`src/rtl/axi_read_arbiter.sv`:
```
// Two-master AXI4 read arbiter. One shared downstream AR/R port, one transaction at a time.
// Optional macro AXI_RD_ARB_RR_EN selects round-robin on ties; when undefined, M1 wins ties.
module axi_read_arbiter #(
    parameter int ID_BITS   = 4,
    parameter int ADDR_BITS = 32,
    parameter int DATA_BITS = 32,
    parameter int LEN_BITS  = 4
) (
    input  logic                 ACLK,
    input  logic                 ARESETn,
    input  logic [ID_BITS-1:0]   ARID_M0,
    input  logic [ADDR_BITS-1:0] ARADDR_M0,
    input  logic [LEN_BITS-1:0]  ARLEN_M0,
    input  logic [2:0]           ARSIZE_M0,
    input  logic [1:0]           ARBURST_M0,
    input  logic                 ARVALID_M0,
    output logic                 ARREADY_M0,
    input  logic [ID_BITS-1:0]   ARID_M1,
    input  logic [ADDR_BITS-1:0] ARADDR_M1,
    input  logic [LEN_BITS-1:0]  ARLEN_M1,
    input  logic [2:0]           ARSIZE_M1,
    input  logic [1:0]           ARBURST_M1,
    input  logic                 ARVALID_M1,
    output logic                 ARREADY_M1,
    output logic [ID_BITS-1:0]   RID_M0,
    output logic [DATA_BITS-1:0] RDATA_M0,
    output logic [1:0]           RRESP_M0,
    output logic                 RLAST_M0,
    output logic                 RVALID_M0,
    input  logic                 RREADY_M0,
    output logic [ID_BITS-1:0]   RID_M1,
    output logic [DATA_BITS-1:0] RDATA_M1,
    output logic [1:0]           RRESP_M1,
    output logic                 RLAST_M1,
    output logic                 RVALID_M1,
    input  logic                 RREADY_M1,
    output logic [ID_BITS:0]     ARID_S,
    output logic [ADDR_BITS-1:0] ARADDR_S,
    output logic [LEN_BITS-1:0]  ARLEN_S,
    output logic [2:0]           ARSIZE_S,
    output logic [1:0]           ARBURST_S,
    output logic                 ARVALID_S,
    input  logic                 ARREADY_S,
    input  logic [ID_BITS:0]     RID_S,
    input  logic [DATA_BITS-1:0] RDATA_S,
    input  logic [1:0]           RRESP_S,
    input  logic                 RLAST_S,
    input  logic                 RVALID_S,
    output logic                 RREADY_S
);

    // state   | meaning
    // ST_IDLE | no grant; arbitrate pending requests (one-cycle bubble)
    // ST_AR   | forward granted master's AR to the slave
    // ST_R    | route R beats to granted master until RLAST handshake
    typedef enum logic [1:0] {
        ST_IDLE = 2'd0,
        ST_AR   = 2'd1,
        ST_R    = 2'd2
    } state_t;

    state_t r_state;
    state_t w_state_nxt;
    logic   r_gnt;
    logic   r_last_gnt;
    logic   w_any_req;
    logic   w_winner;
    logic   w_ar_fire;
    logic   w_r_done;

    assign w_any_req = ARVALID_M0 | ARVALID_M1;
    assign w_ar_fire = (r_state == ST_AR) && ARVALID_S && ARREADY_S;
    assign w_r_done  = (r_state == ST_R) && RVALID_S && RREADY_S && RLAST_S;

`ifdef AXI_RD_ARB_RR_EN
    assign w_winner = (ARVALID_M0 && ARVALID_M1) ? ~r_last_gnt : ARVALID_M1;

    // Routing is by grant alone, so the grant bit echoed in RID_S is ignored.
    logic w_unused_bits;
    assign w_unused_bits = RID_S[ID_BITS];
`else
    assign w_winner = ARVALID_M1;

    // last_gnt is kept up to date for parity with the round-robin build but not consumed here.
    logic w_unused_bits;
    assign w_unused_bits = RID_S[ID_BITS] ^ r_last_gnt;
`endif

    always_ff @(posedge ACLK) begin
        if (!ARESETn) begin
            r_state    <= ST_IDLE;
            r_gnt      <= 1'b0;
            r_last_gnt <= 1'b0;
        end else begin
            r_state <= w_state_nxt;
            if ((r_state == ST_IDLE) && w_any_req) begin
                r_gnt <= w_winner;
            end
            if (w_ar_fire) begin
                r_last_gnt <= r_gnt;
            end
        end
    end

    always_comb begin
        w_state_nxt = r_state;
        unique case (r_state)
            ST_IDLE: if (w_any_req) w_state_nxt = ST_AR;
            ST_AR:   if (w_ar_fire) w_state_nxt = ST_R;
            ST_R:    if (w_r_done)  w_state_nxt = ST_IDLE;
            default: w_state_nxt = ST_IDLE;
        endcase
    end

    always_comb begin
        ARID_S     = '0;
        ARADDR_S   = '0;
        ARLEN_S    = '0;
        ARSIZE_S   = '0;
        ARBURST_S  = '0;
        ARVALID_S  = 1'b0;
        ARREADY_M0 = 1'b0;
        ARREADY_M1 = 1'b0;
        RREADY_S   = 1'b0;
        RID_M0     = '0;
        RDATA_M0   = '0;
        RRESP_M0   = '0;
        RLAST_M0   = 1'b0;
        RVALID_M0  = 1'b0;
        RID_M1     = '0;
        RDATA_M1   = '0;
        RRESP_M1   = '0;
        RLAST_M1   = 1'b0;
        RVALID_M1  = 1'b0;
        if (r_state == ST_AR) begin
            if (r_gnt) begin
                ARID_S     = {1'b1, ARID_M1};
                ARADDR_S   = ARADDR_M1;
                ARLEN_S    = ARLEN_M1;
                ARSIZE_S   = ARSIZE_M1;
                ARBURST_S  = ARBURST_M1;
                ARVALID_S  = ARVALID_M1;
                ARREADY_M1 = ARREADY_S;
            end else begin
                ARID_S     = {1'b0, ARID_M0};
                ARADDR_S   = ARADDR_M0;
                ARLEN_S    = ARLEN_M0;
                ARSIZE_S   = ARSIZE_M0;
                ARBURST_S  = ARBURST_M0;
                ARVALID_S  = ARVALID_M0;
                ARREADY_M0 = ARREADY_S;
            end
        end else if (r_state == ST_R) begin
            if (r_gnt) begin
                RREADY_S  = RREADY_M1;
                RID_M1    = RID_S[ID_BITS-1:0];
                RDATA_M1  = RDATA_S;
                RRESP_M1  = RRESP_S;
                RLAST_M1  = RLAST_S;
                RVALID_M1 = RVALID_S;
            end else begin
                RREADY_S  = RREADY_M0;
                RID_M0    = RID_S[ID_BITS-1:0];
                RDATA_M0  = RDATA_S;
                RRESP_M0  = RRESP_S;
                RLAST_M0  = RLAST_S;
                RVALID_M0 = RVALID_S;
            end
        end
    end

endmodule

```
`config.mk`:
```
export PLATFORM = sky130hd
export DESIGN_NAME = axi_read_arbiter
export DESIGN_NICKNAME = d
export VERILOG_FILES = /design/src/rtl/axi_read_arbiter.sv
export SDC_FILE = /design/constraint.sdc
export NUM_CORES = 1
export LEC_CHECK = 0
export ABC_AREA = 1
export BUFFER_PORTS_ARGS = -buffer_cell sky130_fd_sc_hd__buf_2
export CAP_MARGIN = 20
export CORE_AREA = 2 2 105 107
export CTS_BUF_LIST = sky130_fd_sc_hd__clkbuf_8 sky130_fd_sc_hd__clkbuf_16
export CTS_CLUSTER_SIZE = 30
export DETAILED_ROUTE_END_ITERATION = 7
export DIE_AREA = 0 0 107 109
export GPL_TIMING_DRIVEN = 0
export MAX_ROUTING_LAYER = met4
export PLACE_DENSITY = 0.57
export SETUP_SLACK_MARGIN = 0.05
export SYNTH_ARGS = -nofsm -noshare
export SYNTH_HDL_FRONTEND = slang
export SYNTH_SLANG_ARGS = --single-unit
```
`constraint.sdc`:
```
create_clock -name ACLK -period 3 [get_ports ACLK]
set_input_delay 0.3 -clock ACLK [delete_from_list [all_inputs] [get_ports ACLK]]
set_output_delay 0.3 -clock ACLK [all_outputs]
set_load 0.02 [all_outputs]
```
== Word level (Yosys, flattened, before mapping) ==
Cells that the tools add are included.

* Word-level logic and storage cells: 69
* Input port bits: 138
* Output and inout bits: 130
* Bits in registers: 3

* Bitwise logic cells: 1
* Reductions and logical operators: 8
* Equal/unequal tests: 5
* Muxes and demuxes: 53

{| class="wikitable"
|+ Operators with widths
! kind !! number
|-
| 2-to-1 mux 32 bit || 8
|-
| 2-to-1 mux 4 bit || 8
|-
| 2-to-1 mux 2 bit || 11
|-
| 2-to-1 mux 1 bit || 21
|-
| 2-to-1 mux 5 bit || 2
|-
| logical AND 1 bit || 6
|-
| 2-to-1 mux 3 bit || 2
|-
| != test 2 bit, second input constant || 3
|-
| case mux 2 bit (3 select lines) || 1
|-
| AND reduction 3 bit || 1
|-
| == test 2 x 1 -> 1 bit, second input constant || 1
|-
| == test 2 bit, second input constant || 1
|-
| zero test 2 bit || 1
|-
| OR 1 bit || 1
|}

== Logic depth before layout (Yosys ltp) ==
* Depth in word-level cells: 7
* Mapped depth: 8
* Mapped depth without buffers: 7

== Worst setup path after synthesis ==
OpenSTA, ideal clock, no wires.

* Path kind: register to output
* From: register r_state[0]
* To: output ARADDR_S[10]
* Cell stages (with the launch flop): 7
* Slack: 1576 ps
* Buffers on the path: 2
* Arrival time: 1124 ps
* Required time: 2700 ps
* Cell sequence: dfxtp_1 > inv_1 > nor2_2 > inv_2 > buf_6 > buf_6 > a21oi_1

* Cells in the longest elaborated chain, start to end: 2

{| class="wikitable"
|+ RTL lines
! element !! line !! text
|-
| start: declaration || 62 || <nowiki>state_t r_state;</nowiki>
|-
| start signal: assignment || 95 || <nowiki>r_state <= w_state_nxt;</nowiki>
|-
| == test 2 x 1 -> 1 bit || 135 || <nowiki>if (r_state == ST_AR) begin</nowiki>
|-
| 2-to-1 mux 32 bit || 135 ||
|-
| end: declaration || 38 || <nowiki>output logic [ADDR_BITS-1:0] ARADDR_S,</nowiki>
|}

Every way passes these cells.

== Worst setup path in the final report ==
* From: register r_state[0]
* To: output ARSIZE_S[0]

* Cells in the longest elaborated chain, start to end: 2

{| class="wikitable"
|+ RTL lines
! element !! line !! text
|-
| == test 2 x 1 -> 1 bit || 135 ||
|-
| 2-to-1 mux 3 bit || 135 ||
|-
| end: declaration || 40 || <nowiki>output logic [2:0] ARSIZE_S,</nowiki>
|}

Every way passes these cells.

==> reports/results.txt <==
The run finished with clean final reports. The final layout contains routed wiring with a total length of 8070 um. The logs give 3350 um for the met1 wire length and 0 for the remaining global-route overflow. IR analysis of the VDD net gives a maximum drop of 141 uV. Headroom to the max-slew limit came out at 62.6%.

The floorplan die width was 107 um. The number of pins exceeding their max-slew limit in the final report is 0, and the average wire length per cell after detail routing is 11.1 um. After layout, the worst path uses 61.1% of the clock period. The cell area that synthesis handed to floorplanning was 1410 um^2. The run gives 0 as the number of failing hold endpoints at the final stage. Signal routing reaches up to met4.

Row generation in the floorplan step produced 38 rows. The share of the Yosys chip area taken by registers is 4.27%. Dominant cell type by area after synthesis: nand2_1. The Yosys step of the flow raised 0 warnings. The tools report the cell at the root of the clock tree as clkbuf_8. The first detailed-routing pass took 4 iterations. Final weighted congestion in routability-driven placement: 0.809. Buffers placed on the I/O ports in this run total 266. The logs give 1 for the number of H-tree levels and 0 ns for the setup total negative slack. The average footprint of a synthesized cell works out to 4.39 um^2. The logs give 561 um for the met3 wirelength from detailed routing and 6810 um for the sum of net half-perimeters after detailed placement. Startpoint of the worst hold path: ARESETn.

For the worst-skew pair, the clock arrives at the later sink with an insertion delay of 0.21 ns. Of all nets on the critical path, the largest fanout is 10. The clock drives 3 sinks. Once placement completed, the tool counted placed cells totaling 726.

The tools report the launch point of the critical path as r_state[0]. After detailed routing, the number of remaining DRC violations is 0. For this run, the slowest stage of the critical path takes 0.31 ns.

The die covers 11700 um^2. The region available for standard cell placement spans 10600 um^2. For the detailed-routed wire length on met2, the log shows 4120 um. The worst setup path is of the reg -> out kind. Yosys mapped the design onto 14 distinct sky130hd cell types. The detailed router finished its first iteration with 127 violations. For the worst setup path, the data arrival time is 1.53 ns. The number of flip-flops and latches in the synthesized netlist is 3, and the power per cell area is 213 nW/um^2. The cell class contributing the biggest share of worst-path delay was buffers and inverters. Of the cells placed in the final design, the portion with a size suffix greater than 1 is 50.2%. The die is 109 um tall. Setup repair after global routing left no endpoint under its margin. Setup violations remaining at the end of the flow were counted as 0. The run gives 12.4% as the overall fraction of global-route tracks in use.

The logs give 0 for the count of maximum capacitance violations and 2 for the number of buffers on the longest clock path. The number of antenna-violating nets in the routed design was 0; the clock-pin slew reported for the worst setup and hold paths after clock tree synthesis was 0.03 ns. In the final design database the tool counted 729 nets. The run gives 458 as the synthesized net count. Cell with the biggest individual delay on the critical path: dfxtp_1.

At the pin with the least slew margin, the transition time is 0.561 ns. The class of the tightest hold or removal check is in -> reg. After the flow finishes, the layout carries non-filler instances totaling 730.

The run gives 2.16 nW as the leakage power figure. By area the synthesized netlist is led by nand2_1, nor2_1, a21oi_1. TritonCTS created 3 clock buffers. The launch point of the worst reg-to-reg path is r_gnt. The global-route wire length before repair came out at 11600 um. On the final layout, the worst clock skew is 0.000823 ns. Of the post-synthesis cell area, the dominant cell type holds 27.5%. The number of antenna violations at the first check in global routing was 0; the number of global-route vias before repair was 2454.

Once the floorplan was initialized, standard cells occupied 13.3% of the core. For the worst setup path, the data required time is 2.70 ns. TritonCTS built the clock tree.

The number of gates resized after CTS was 0. 0 antenna diodes ended up in the layout. STA classifies the critical path startpoint as a register.

The critical path contains buffers and inverters numbering 4 combined. For the via total after detailed routing, the log shows 2823. The critical path goes through inv_1 > nor2_2 > inv_2 > clkbuf_1 > a21oi_1 > buf_2. The area added between synthesis and finish was 110%. The run gives 268 as the count of boundary I/O pins.

Fmax: 0.546 GHz. Buffer count from post-CTS setup fixing: 0. Category of the worst setup path capture point: an output pin.

For the synthesized instance count, the log shows 320. Dividing the detail-routed via count by the number of cells gives 3.87. In this run, post-CTS hold repair placed 0 buffers.

Entering global routing, the biggest net connects 11 pins. Shortest clock period the worst path allows after layout: 1.83 ns.
## where the power goes
| group | switching (mW) | internal [mW] |
|---|---|---|
| Combinational | 0.284 | 0.186 |
| Clock | 0.0261 | 0.0871 |
| Sequential | 0.00172 | 0.0437 |
## final cells by class
class | instances | area, um^2
Fill cell | 1259 | 7640
Buffer | 24 | 178
Clock buffer | 3 | 41.3
Timing Repair Buffer | 266 | 1330
Inverter | 50 | 188
Sequential cell | 3 | 60.1
Multi-Input combinational cell | 243 | 981
Tap cell | 140 | 175
Clock inverter | 1 | 3.75
## cells in the final DEF (no fill, tap or decap)
master,n
a21oi_1,49
inv_2,2
buf_6,7
buf_4,6
buf_2,276
clkbuf_1,1
nand2_1,103
dfxtp_1,3
nor2_2,1
nand2_2,1
inv_1,49
o21ai_0,1
clkbuf_8,3
nor3_1,1
nor2_1,87
## metal layers
| layer | vias to the layer above | track usage, % |
|---|---|---|
| met5 | - | - |
| met4 | 0 | 1.86 |
| met3 | 4 | 0.777 |
| met2 | 130 | 22.6 |
| met1 | 1208 | 15.5 |
| li1 | 1481 | - |
## Yosys cell counts
cell      count
nor3_1        1
nand2_2       1
clkbuf_1      1
nor2_1       87
a21oi_1      49
buf_4         6
buf_2        10
nor2_2        1
inv_2         2
dfxtp_1       3
o21ai_0       1
inv_1        48
nand2_1     103
buf_6         7
## path summary, 6_finish.rpt
kind | end | slack (ns) | cells after the start
max | ARSIZE_S[0] | 1.17 | 6
min | r_state[1] | 0.34 | 3
max reg2reg | r_state[1] | 1.92 | 8
min reg2reg | r_gnt | 0.52 | 3
## metrics by stage
step | setup WS (ns) | utilization (%) | cell area (um^2) | hold slack, ns | power (mW)
floorplan | 1.58 | - | 1410 | 0.445 | 0.320
global placement | 1.37 | 27.5 | 2910 | 0.527 | 0.520
detailed placement | 1.40 | 27.5 | 2910 | 0.522 | 0.518
CTS | 1.15 | 27.9 | 2960 | 0.335 | 0.636
global route | 1.06 | 27.9 | 2960 | 0.359 | 0.686
finish | 1.17 | 27.9 | 2960 | 0.336 | 0.629
## worst reg2reg max path: cells and delay by family, from the launching register on
| family | cells | cell delay (ns) |
|---|---|---|
| buf+inv | 3 | 0.33 |
| flops | 1 | 0.31 |
| simple gates | 4 | 0.23 |
| compound gates | 1 | 0.15 |
## flip-flops by register name (all words and copies together) (netlist names)
signal	flops
r_state	2
r_gnt	1
## kinds of logic after synthesis
family | after synthesis | synth area share (%)
and+or+nand+nor | 193 | 52.0
AOI/OAI and AO/OA | 50 | 17.8
DFF | 3 | 4.27
buffers and inverters | 74 | 26.0
No activity file was read; power rests on OpenSTA's default activity.
